[src/rtl/regfile_pkg.sv]
// Shared types and sizes for the register-file writeback path.
// Pure declarations; no logic or latency.
// No flow control lives here.
package regfile_pkg;

  localparam int XLEN       = 32;
  localparam int REG_ADDR_W = 5;
  localparam int NUM_REGS   = 1 << REG_ADDR_W;

  // One pending register-file write: destination and value.
  typedef struct packed {
    logic [REG_ADDR_W-1:0] rd;
    logic [XLEN-1:0]       data;
  } wb_req_t;

endpackage

[src/rtl/regfile_wb_arbiter_rr_arbiter.sv]
// Round-robin arbiter: first request at or after ptr_i, wrapping modulo N.
// Purely combinational, zero latency.
// No backpressure; the caller decides when to advance the pointer to next_ptr_o.
module rr_arbiter #(
  parameter int N  = 2,
  parameter int PW = (N > 1) ? $clog2(N) : 1
) (
  input  logic [N-1:0]  req_i,
  input  logic [PW-1:0] ptr_i,
  output logic [N-1:0]  gnt_o,
  output logic          gnt_vld_o,
  output logic [PW-1:0] gnt_idx_o,
  output logic [PW-1:0] next_ptr_o
);

  // Scan from the pointer forward and take the first requester found.
  always_comb begin
    int idx;
    idx        = 0;
    gnt_o      = '0;
    gnt_vld_o  = 1'b0;
    gnt_idx_o  = '0;
    next_ptr_o = ptr_i;
    for (int off = 0; off < N; off++) begin
      idx = int'(ptr_i) + off;
      if (idx >= N) idx = idx - N;
      if (!gnt_vld_o && req_i[idx]) begin
        gnt_vld_o  = 1'b1;
        gnt_o[idx] = 1'b1;
        gnt_idx_o  = PW'(idx);
        next_ptr_o = (idx == N - 1) ? '0 : PW'(idx + 1);
      end
    end
  end

endmodule

[src/rtl/regfile_wb_arbiter.sv]
// Shares the regfile write port among NUM_SRC writeback sources; busy-bit scoreboard for RAW stalls.
// Latency: accept at edge T, write presented on rf_* from edge T+1 for one cycle.
// Backpressure: src_ready_o[i] low only while source i holds a buffered request that lost arbitration.
// Optional WB_BYPASS_EN adds rs1_fwd_o/rs2_fwd_o/fwd_data_o and masks the forwarded hazard terms.
module regfile_wb_arbiter
  import regfile_pkg::*;
#(
  parameter int NUM_SRC = 2
) (
  input  logic                          clk,
  input  logic                          rst_n,
  input  logic [NUM_SRC-1:0]            src_valid_i,
  output logic [NUM_SRC-1:0]            src_ready_o,
  input  logic [NUM_SRC*REG_ADDR_W-1:0] src_rd_i,
  input  logic [NUM_SRC*XLEN-1:0]       src_data_i,
  input  logic                          issue_valid_i,
  input  logic [REG_ADDR_W-1:0]         issue_rd_i,
  input  logic [REG_ADDR_W-1:0]         rs1_addr_i,
  input  logic [REG_ADDR_W-1:0]         rs2_addr_i,
  output logic                          hazard_o,
`ifdef WB_BYPASS_EN
  output logic                          rs1_fwd_o,
  output logic                          rs2_fwd_o,
  output logic [XLEN-1:0]               fwd_data_o,
`endif
  output logic [NUM_REGS-1:0]           busy_o,
  output logic                          rf_wr_en_o,
  output logic [REG_ADDR_W-1:0]         rf_rd_addr_o,
  output logic [XLEN-1:0]               rf_data_o
);

  localparam int PW = $clog2(NUM_SRC);

  wb_req_t              hold_q [NUM_SRC];
  wb_req_t              hold_d [NUM_SRC];
  logic [NUM_SRC-1:0]   hold_vld_q, hold_vld_d;
  logic [NUM_SRC-1:0]   gnt, accept;
  logic                 gnt_vld;
  logic [PW-1:0]        gnt_idx, rr_next, rr_ptr_q, rr_ptr_d;
  wb_req_t              gnt_req;
  logic                 wr_en_q, wr_en_d;
  logic [REG_ADDR_W-1:0] wr_addr_q, wr_addr_d;
  logic [XLEN-1:0]      wr_data_q, wr_data_d;
  logic [NUM_REGS-1:0]  busy_q, busy_d;
  logic                 rs1_fwd, rs2_fwd;

  rr_arbiter #(.N(NUM_SRC), .PW(PW)) u_rr (
    .req_i      (hold_vld_q),
    .ptr_i      (rr_ptr_q),
    .gnt_o      (gnt),
    .gnt_vld_o  (gnt_vld),
    .gnt_idx_o  (gnt_idx),
    .next_ptr_o (rr_next)
  );

  // A buffer being drained this cycle can take a new request: full-rate refill.
  assign src_ready_o = ~hold_vld_q | gnt;
  assign accept      = src_valid_i & src_ready_o;
  assign gnt_req     = hold_q[gnt_idx];

  // Hold buffers: drain on grant, load on accept (load wins on same-cycle refill).
  always_comb begin
    hold_vld_d = hold_vld_q;
    hold_d     = hold_q;
    for (int i = 0; i < NUM_SRC; i++) begin
      if (gnt[i]) hold_vld_d[i] = 1'b0;
      if (accept[i]) begin
        hold_vld_d[i]     = 1'b1;
        hold_d[i].rd      = src_rd_i[i*REG_ADDR_W +: REG_ADDR_W];
        hold_d[i].data    = src_data_i[i*XLEN +: XLEN];
      end
    end
  end

  // Pointer advances past the winner so every source waits at most NUM_SRC-1 grants.
  always_comb begin
    rr_ptr_d = gnt_vld ? rr_next : rr_ptr_q;
  end

  // Registered write port; a write to x0 is consumed with the enable held low.
  always_comb begin
    wr_en_d   = 1'b0;
    wr_addr_d = wr_addr_q;
    wr_data_d = wr_data_q;
    if (gnt_vld) begin
      wr_en_d   = |gnt_req.rd;
      wr_addr_d = gnt_req.rd;
      wr_data_d = gnt_req.data;
    end
  end

  // Scoreboard: clear on the presented write, then set on issue so set wins.
  always_comb begin
    busy_d = busy_q;
    if (wr_en_q) busy_d[wr_addr_q] = 1'b0;
    if (issue_valid_i && (|issue_rd_i)) busy_d[issue_rd_i] = 1'b1;
    busy_d[0] = 1'b0;
  end

  // State registers; reset drops any in-flight writeback.
  always_ff @(posedge clk or negedge rst_n) begin
    if (!rst_n) begin
      for (int i = 0; i < NUM_SRC; i++) hold_q[i] <= '0;
      hold_vld_q <= '0;
      rr_ptr_q   <= '0;
      wr_en_q    <= 1'b0;
      wr_addr_q  <= '0;
      wr_data_q  <= '0;
      busy_q     <= '0;
    end else begin
      hold_q     <= hold_d;
      hold_vld_q <= hold_vld_d;
      rr_ptr_q   <= rr_ptr_d;
      wr_en_q    <= wr_en_d;
      wr_addr_q  <= wr_addr_d;
      wr_data_q  <= wr_data_d;
      busy_q     <= busy_d;
    end
  end

`ifdef WB_BYPASS_EN
  // A write presented this cycle to an operand can be forwarded instead of stalling.
  assign rs1_fwd    = wr_en_q && (wr_addr_q == rs1_addr_i) && (|rs1_addr_i);
  assign rs2_fwd    = wr_en_q && (wr_addr_q == rs2_addr_i) && (|rs2_addr_i);
  assign rs1_fwd_o  = rs1_fwd;
  assign rs2_fwd_o  = rs2_fwd;
  assign fwd_data_o = wr_data_q;
`else
  assign rs1_fwd = 1'b0;
  assign rs2_fwd = 1'b0;
`endif

  assign hazard_o = (busy_q[rs1_addr_i] && (|rs1_addr_i) && !rs1_fwd) ||
                    (busy_q[rs2_addr_i] && (|rs2_addr_i) && !rs2_fwd);

  assign busy_o       = busy_q;
  assign rf_wr_en_o   = wr_en_q;
  assign rf_rd_addr_o = wr_addr_q;
  assign rf_data_o    = wr_data_q;

endmodule
[config.mk]
export PLATFORM = sky130hd
export DESIGN_NAME = regfile_wb_arbiter
export DESIGN_NICKNAME = d
export VERILOG_FILES = /design/src/rtl/regfile_pkg.sv /design/src/rtl/regfile_wb_arbiter_rr_arbiter.sv /design/src/rtl/regfile_wb_arbiter.sv
export SDC_FILE = /design/constraint.sdc
export NUM_CORES = 1
export LEC_CHECK = 0
export BUFFER_PORTS_ARGS = -buffer_cell sky130_fd_sc_hd__buf_2
export CELL_PAD_IN_SITES_DETAIL_PLACEMENT = 1
export CELL_PAD_IN_SITES_GLOBAL_PLACEMENT = 2
export CORE_MARGIN = 2
export CORE_UTILIZATION = 31
export CTS_CLUSTER_DIAMETER = 80
export DETAILED_ROUTE_END_ITERATION = 10
export MAX_ROUTING_LAYER = met4
export PLACE_DENSITY_LB_ADDON = 0.1
export SYNTH_ARGS = -nofsm -noshare
export SYNTH_HDL_FRONTEND = slang
export SYNTH_SLANG_ARGS = --single-unit
[constraint.sdc]
create_clock -name clk -period 1.55 [get_ports clk]
set_input_delay 0 -clock clk [delete_from_list [all_inputs] [get_ports clk]]
set_output_delay 0 -clock clk [all_outputs]
set_load 0.05 [all_outputs]
Word level (Yosys, flattened, before mapping)

Cells that the tools add are included.

Add/subtract/negate cells: 5
Order comparisons: 13
Equal/unequal tests: 2
Mux-type cells: 40
Bitwise logic cells: 8
Reduce and logical (&&, ||, !) cells: 18

Operator list:

| operator                                                                      | count |
|---|---|
| 32-bit two-way mux                                                            | 4 |
| 37-bit two-way mux                                                            | 3 |
| 32-bit by 2-bit == test with 1-bit output, second input constant              | 2 |
| 32-bit by 1-bit >= comparator with 1-bit output, second input constant        | 2 |
| 32-bit by 3-bit less-than comparator with 1-bit output, second input constant | 2 |
| 32-bit AND                                                                    | 1 |
| 32-bit by 3-bit >= comparator with 1-bit output, second input constant        | 1 |
| 32-bit NOT                                                                    | 1 |
| 32-bit OR                                                                     | 1 |
| 32-bit by 3-bit subtractor with 32-bit output, second input constant          | 1 |
| 1-bit two-way mux                                                             | 25 |
| 5-bit by 6-bit less-than comparator with 1-bit output, second input constant  | 4 |
| 5-bit OR reduction                                                            | 4 |
| 1-bit binary-select mux with 5-bit select                                     | 2 |
| 1-bit demux with 5-bit select                                                 | 2 |
| 5-bit by 1-bit >= comparator with 1-bit output, second input constant         | 2 |
| 1-bit logical AND                                                             | 8 |
| 2-bit nonzero test                                                            | 3 |
| 2-bit two-way mux                                                             | 2 |
| 2-bit OR                                                                      | 2 |
| 1-bit by 2-bit subtractor with 3-bit output, second input constant            | 1 |
| 1-bit adder, second input constant                                            | 2 |
| 1-bit by 1-bit adder with 2-bit output, second input constant                 | 1 |
| 2-bit AND                                                                     | 1 |
| 8 further kinds                                                               | 9 |

Register bits: 146
Input bits: 94
Output and inout port bits: 73
Word-level logic and storage cells: 97

Longest topological paths before layout

Gate-level depths: netlist of the first run.

Word-level depth: 15
Depth in mapped cells: 6
Gate-level depth less buffers: 5

By module

From an unflattened synthesis of the first run, not the netlist that was laid out.

Cells, all modules: 518
Area total of the unflattened synthesis: 6,492.5 sq um

By module, submodules not included:

| module             | instances | cells an instance | area each (sq um) | sequential area each (sq um) |
|---|---|---|---|---|
| regfile_wb_arbiter | 1         | 511               | 6,441.2           | 3,653.5 |
| rr_arbiter         | 1         | 7                 | 51.3              | 0.0 |

Worst setup path after synthesis of the first run

OpenSTA, ideal clock, no wires.

Path type: register to output
Start: register busy_q[18] (netlist: busy_o[18])
End: output hazard_o
Data arrival time: 2.377 ns
Required time: 1.550 ns
Slack: -0.827 ns
Cell stages (with the launch flop): 5
Path buffers: 0
Path through: dfrtp_1 mux4_1 mux2_2 nor3b_1 o311ai_1

Longest elaborated chain between the ends: 4
Elaborated cells between the ends (all ways): 7
Classes of those cells: mux (4); reduce/logical (3)

Ends and longest elaborated chain:

| element                                                             | line                                                 | RTL |
|---|---|---|
| start, declared                                                     | regfile_wb_arbiter.sv:44                             | `logic [NUM_REGS-1:0] busy_q, busy_d;` |
| start signal, assigned                                              | regfile_wb_arbiter.sv:117                            | `busy_q <= busy_d;` |
| 1-bit binary-select mux with 5-bit select, on equally long branches | regfile_wb_arbiter.sv:133, regfile_wb_arbiter.sv:134 |  |
| 1-bit two-way mux, on equally long branches                         | regfile_wb_arbiter.sv:133, regfile_wb_arbiter.sv:134 |  |
| 1-bit logical AND, on equally long branches                         | regfile_wb_arbiter.sv:133, regfile_wb_arbiter.sv:134 |  |
| 1-bit logical OR (*)                                                | regfile_wb_arbiter.sv:133                            | `assign hazard_o = (busy_q[rs1_addr_i] && (\|rs1_addr_i) && !rs1_fwd) \|\|` |
| end, declared                                                       | regfile_wb_arbiter.sv:20                             | `output logic hazard_o,` |

Mark *: on every way between the ends. The rest lies on a longest branch, timed or not. The select of a mux whose other input is x is not followed.

Worst setup path in the final report of the first run

Same ends and word-level chain as after synthesis.

==> impl_metrics.toml, run 1 <==
[status]
status = "finished, violations left"
failed_checks = "setup timing"

[placed_design]
place_ws_ps = -298
dpl.hpwl_um = 14400
port-buffer-count = 165
gp_congestion = 0.893

[detailed_routing]
viasPerCell = 4.87
antenna_left = 0
dr.pass1.iters = 4
drc = 0
met1_length_um = 8760
route.top_layer_used = "met4"
wl_met3_um = 896
drt_iter0_drc = 182
vias = 5391
dr_wl_met2_um = 10400
routed_wl_um = 20400
wl_per_cell_um = 18.5

[sta]
layout_setup_ws_ps = -596
min_period_over_period_pct = 138
slew_violations = 0
fin_skew_ps = 8.47
hold_violations = 0
period_needed_ps = 2150
max_freq_mhz = 466
whs_ps = 32.1
grt_setup_unrepaired = "yes"
fin_setup_tns_ps = -596
finalSetupViolCount = 1

[cts]
clk_pin_slew_ps = 60
cts_tree = "built"
cts_buffers = 17
clkLatencyLatePin_ps = 430
numClockSinks = 146
cts_max_level = 4
cts_buffer_depth = 2
root_buffer = "clkbuf_16"

[die]
num_io_pins = 167
initial_utilization_pct = 31.3
fp.dieW_um = 147
dieArea_mm2 = 0.0215
fp.coreArea_mm2 = 0.0201
die_h_um = 147
fp-row-count = 52

[synthesis]
ys_ff_latch = 146
synth_top_area_share_pct = 58.0
synth-edff-count = 0
synth.distinct_cells = 37
synth_warnings = 0
yosys-top-cells-count = "dfrtp_1 (146), nor2_1 (78), mux2_2 (76)"
synth.area.top_cells = "dfrtp_1 (58%), mux2_2 (14%), o21ai_0 (5.2%)"
synthArstFlopShare_pct = 100
synth_cells = 518
syn_nets = 612
muxShareOfSynthArea_pct = 19.4
synth_area_per_cell_um2 = 12.2
ys.flop_type = "dfrtp_1"
synth-compound-area-share_pct = 10.7
synthXorXnorAreaFrac_pct = 0
yosys.area_share.simple_pct = 9.62
yosysMostFrequentCell = "dfrtp_1"
synth_top_family_by_area = "multiplexers"
syn_area_mm2 = 0.00629
synth.largest_area_cell = "dfrtp_1"
synthAdderAreaFrac_pct = 0
synth-seq-area-share_pct = 58.0

[setup_path]
critPathBufInv = 2
cp_cell_sequence = "mux4_1 -> mux2_4 -> nor3b_2 -> buf_4 -> o311ai_4 -> buf_6"
cp_slowest_cell = "mux4_1"
critPathRequiredTime_ps = 1550
max_stage_delay_ps = 490
critPathLaunchType = "register"
cp_max_fo = 2
crit_path_start = "busy_o[18]"
cp-end-kind = "output port"
criticalPathCategory = "register to output port"
reg2reg_from = "rr_ptr_q"
cp.arrival_ps = 2150
crit_family = "multiplexers"

[cells_and_area]
fillers = 2200
multi_input_area_mm2 = 0.00255
final_nets = 917
seqCellArea_mm2 = 0.00367
antenna_cells = 0
utilization_pct = 46.7
syn2layout_area_growth_pct = 49.3
layout-drive-gt1-share_pct = 44.7

[min_path]
hold_path_startpoint = "issue_rd_i[2]"
hold_path.class = "input port to register"

[grt]
grt_pass1_wl_um = 32900
grt_pass1_vias = 5980
grt_start_max_net_pins = 44
grt_use_total_pct = 20.4
antenna_found_initial = 0
grt-ovfl-total = 0

[power_and_ir_drop]
p_per_area_mw_per_mm2 = 2080
ir_drop_v = 0.00104
p_leak_uw = 0.00412

[flow_run]
max-cap-violations = 0
## metal layers
layer  GRT usage, %  vias up
met5              -        -
met4           6.21        0
met3           4.19       28
met2           34.8      131
met1           24.5     2737
li1               -     2495
## worst min-delay path, cell delays in order
cell and delay, ps:
buf_2 160, nand3_1 160, o21ai_0 90
## power breakdown
group          total (µW)  switching [µW]  internal (µW)
Sequential           6130             863           5270
Clock                4130            1730           2400
Combinational        9260            6090           3170
Total               19500            8690          10800
## layout make-up
cell class / instances / share of cell area (%)
multi-input cells: 344 / 27.1
clock inverters: 13 / 1.62
well taps: 270 / 3.60
repair buffers: 314 / 24.0
flip-flops and latches: 146 / 39.0
clock buffers: 19 / 4.61
## logic make-up after synthesis
family	Yosys count
multiplexers	96
buffers and inverters	28
AO/OA/AOI/OAI	117
flip-flops	146
AND/OR/NAND/NOR	130
other	1
## worst paths after layout
kind	to	slack, ps	depth (start not counted)
setup / recovery	hazard_o	-600	6
hold / removal	busy_o[29]	30	3
setup reg to reg	hold_q[8]	70	4
hold reg to reg	rf_data_o[3]	500	2
max in group asynchronous	hold_q[8]	810	3
min in group asynchronous	rf_rd_addr_o[0]	70	2
## per-stage QoR
| stage | total power, µW | instances | instance area [µm²] |
|---|---|---|---|
| 2_1_floorplan | 11900 | 518 | 6370 |
| 3_3_place_gp | 15000 | 993 | 7990 |
| 3_5_place_dp | 15300 | 993 | 7990 |
| 4_1_cts | 19700 | 1104 | 9380 |
| 5_1_grt | 20600 | 1106 | 9400 |
| 6_report | 19500 | 1106 | 9400 |
## repair_timing
item | in CTS | in global routing
setup endpoints to repair | 1 | 5
gates resized for setup | 5 | 1
pin swaps | 0 | 3
buffers inserted | 0 | 2
endpoints found under the hold margin | 227 | 0
hold buffers | 79 | 0
## registers in the layout, summed over array words and instances, names as in the netlist
register and count:
hold_q 74, hold_vld_q 2, rf_data_o 32, busy_o 31, rf_rd_addr_o 5, rr_ptr_q 1, rf_wr_en_o 1
## layout by cell type (no fill, tap or decap), types with 2 or more instances in the layout
cell type      instances
a21oi_1                4
buf_12                 8
buf_2                163
buf_4                 62
buf_6                  2
bufinv_16              2
clkbuf_1               2
clkbuf_16             17
clkinvlp_4             5
dfrtp_1              135
dfrtp_2               11
dlygate4sd3_1         79
inv_6                  4
mux2_2                75
mux2i_1                7
mux4_1                 3
mux4_2                 9
nand2_1               12
nand2b_1               3
nand3_1                6
nand3b_1              14
nor2_1                78
nor4_1                 2
o21ai_0               65
o22ai_1               37
or3_1                  2
or3b_2                 5
Power figures use the tool's default switching activity.
==> run 2, diff against run 1 <==
ABC_AREA = 1   (was unset)
CORE_MARGIN = 1   (was 2)
CORE_UTILIZATION = 28   (was 31)
==> run 2 against run 1 <==
Non-clock buffer count fell by 29. Clock power rose by 3%. The flow still finishes with violations (setup timing). Setup slack improved by 480 ps. Largest power group unchanged. Count of clock-buffer cells in the layout fell by 2.
==> impl_metrics.toml, run 2 <==
[synthesis]
syn_area_mm2 = 0.00682
synth_top_family_by_area = "simple AND/OR/NAND/NOR gates"
synth.distinct_cells = 22
synth-compound-area-share_pct = 14.4
synth-seq-area-share_pct = 53.6
synth_warnings = 0
yosysMostFrequentCell = "dfrtp_1"
yosys.area_share.simple_pct = 15.3
synth-edff-count = 0
synth_top_area_share_pct = 53.6
syn_nets = 864
synth.largest_area_cell = "dfrtp_1"
ys_ff_latch = 146
muxShareOfSynthArea_pct = 7.16
yosys-top-cells-count = "dfrtp_1 (146), nand2_1 (140), inv_1 (117)"
synth.area.top_cells = "dfrtp_1 (54%), nand2_1 (7.7%), inv_1 (6.4%)"
synthAdderAreaFrac_pct = 0
synth_cells = 770
ys.flop_type = "dfrtp_1"
synth_area_per_cell_um2 = 8.85
synthXorXnorAreaFrac_pct = 0
synthArstFlopShare_pct = 100

[grt]
grt_pass1_vias = 6785
grt-ovfl-total = 0
grt_pass1_wl_um = 35800
antenna_found_initial = 2
grt_start_max_net_pins = 53
grt_use_total_pct = 19.5

[sta]
fin_skew_ps = 8.73
hold_violations = 0
max_freq_mhz = 599
layout_setup_ws_ps = -119
slew_violations = 0
finalSetupViolCount = 1
period_needed_ps = 1670
grt_setup_unrepaired = "yes"
tightest_slew_ps = 512
min_period_over_period_pct = 108
slew_headroom_pct = 65.9
fin_setup_tns_ps = -119

[placed_design]
place_area_mm2 = 0.00818
place_ws_ps = 49.3
gp_congestion = 0.851
port-buffer-count = 165
dpl.hpwl_um = 15900
placed_cells = 1244

[cts]
cts_buffer_depth = 2
numClockSinks = 146
clk_pin_slew_ps = 60
root_buffer = "clkbuf_16"
cts_tree = "built"
clkLatencyLatePin_ps = 420
cts_buffers = 17
cts_max_level = 4

[detailed_routing]
met1_length_um = 10600
drc = 0
route.top_layer_used = "met4"
dr_wl_met2_um = 11400
vias = 6336
dr.pass1.iters = 4
viasPerCell = 4.61
antenna_left = 0
wl_per_cell_um = 16.8
drt_iter0_drc = 229
routed_wl_um = 23000
wl_met3_um = 793

[die]
dieArea_mm2 = 0.0250
initial_utilization_pct = 28.8
num_io_pins = 167
fp.coreArea_mm2 = 0.0237
fp.dieW_um = 158
fp-row-count = 56
die_h_um = 158

[power_and_ir_drop]
p_per_area_mw_per_mm2 = 2320
p_leak_uw = 0.00485
ir_drop_v = 0.000864

[setup_path]
cp-end-kind = "output port"
reg2reg_from = "hold_vld_q[0]"
ff2ff_path_depth = 6
r2r_slack_ps = 60
r2r-end = "rf_wr_en_o"
cp.arrival_ps = 1670
criticalPathCategory = "register to output port"
cp_max_fo = 3
critPathLaunchType = "register"
critPathRequiredTime_ps = 1550
crit_path_start = "busy_o[30]"
endpoint = "hazard_o"

[cells_and_area]
final_cells = 1373
syn2layout_area_growth_pct = 44.3
final_nets = 1135
layout-drive-gt1-share_pct = 29.5
largest_reg_flops = 74
largest_register = "hold_q"
mostFrequentLayoutCells = "buf_2 (163), dfrtp_1 (144), nand2_1 (134)"
final_common_cell = "buf_2"
utilization_pct = 41.5
fin_area_mm2 = 0.00984

[status]
failed_checks = "setup timing"
status = "finished, violations left"

[min_path]
hold_path_depth = 4
hold_path.class = "input port to register"

[flow_run]
max-cap-violations = 0
run 2: kinds of logic after synthesis:
| family | Yosys count |
|---|---|
| simple gates | 252 |
| compound gates | 179 |
| buf+inv | 155 |
| flops | 146 |
| mux | 37 |
| other cells | 1 |
run 2: timing repair:
action,in CTS,in global routing
hold buffers,79,0
gates cloned,0,4
resized for setup,5,29
endpoints found under the hold margin,225,0
setup buffers,8,6
pin swaps,5,9
endpoints found under the setup margin,1,38
run 2: area by class of cell:
cell class / instances / area, µm²
fill: 2832 / 13800
sequential: 146 / 3660
multi-input combinational: 469 / 2580
timing repair buffer: 285 / 2130
inverter: 122 / 463
clock buffer: 17 / 425
tap: 319 / 399
clock inverter: 13 / 175
antenna: 2 / 5.00
run 2: worst min-delay path by stage:
stage	from	endpoint	slack (ps)
3_3_place_gp	rst_n	hold_q[6]	-20
4_1_cts	src_valid_i[1]	hold_vld_q[1]	50
3_5_place_dp	rst_n	rf_data_o[6]	-8
2_1_floorplan	rst_n	busy_o[10]	-300
5_1_grt	src_valid_i[1]	hold_vld_q[1]	80
6_report	src_valid_i[1]	hold_vld_q[1]	70
run 2: per-layer routing:
layer / track usage, % / vias to the layer above
met5: - / -
met4: 6.14 / 0
met3: 3.53 / 17
met2: 32.1 / 144
met1: 24.3 / 3127
li1: - / 3048
run 2: per-stage QoR:
| stage | total power [µW] | hold slack, ps |
|---|---|---|
| 6_report | 22900 | 68.5 |
| 2_1_floorplan | 14300 | -296 |
| 3_5_place_dp | 17800 | -8.41 |
| 5_1_grt | 24400 | 79.7 |
| 3_3_place_gp | 17400 | -15.6 |
| 4_1_cts | 22500 | 49.3 |
run 2: critical path, cell delays in order (launching register included):
cell	delay [ps]
dfrtp_1	420
inv_1	80
nand2_1	60
nand3_1	80
nand3_1	110
nand3_1	80
nand2_1	80
nand2_1	50
nand2_1	50
inv_1	40
nand2_1	60
buf_6	150
run 2: power breakdown:
group	internal [µW]	switching [µW]
Clock	2550	1710
Sequential	5600	1250
Combinational	3950	7800
Total	12100	10800
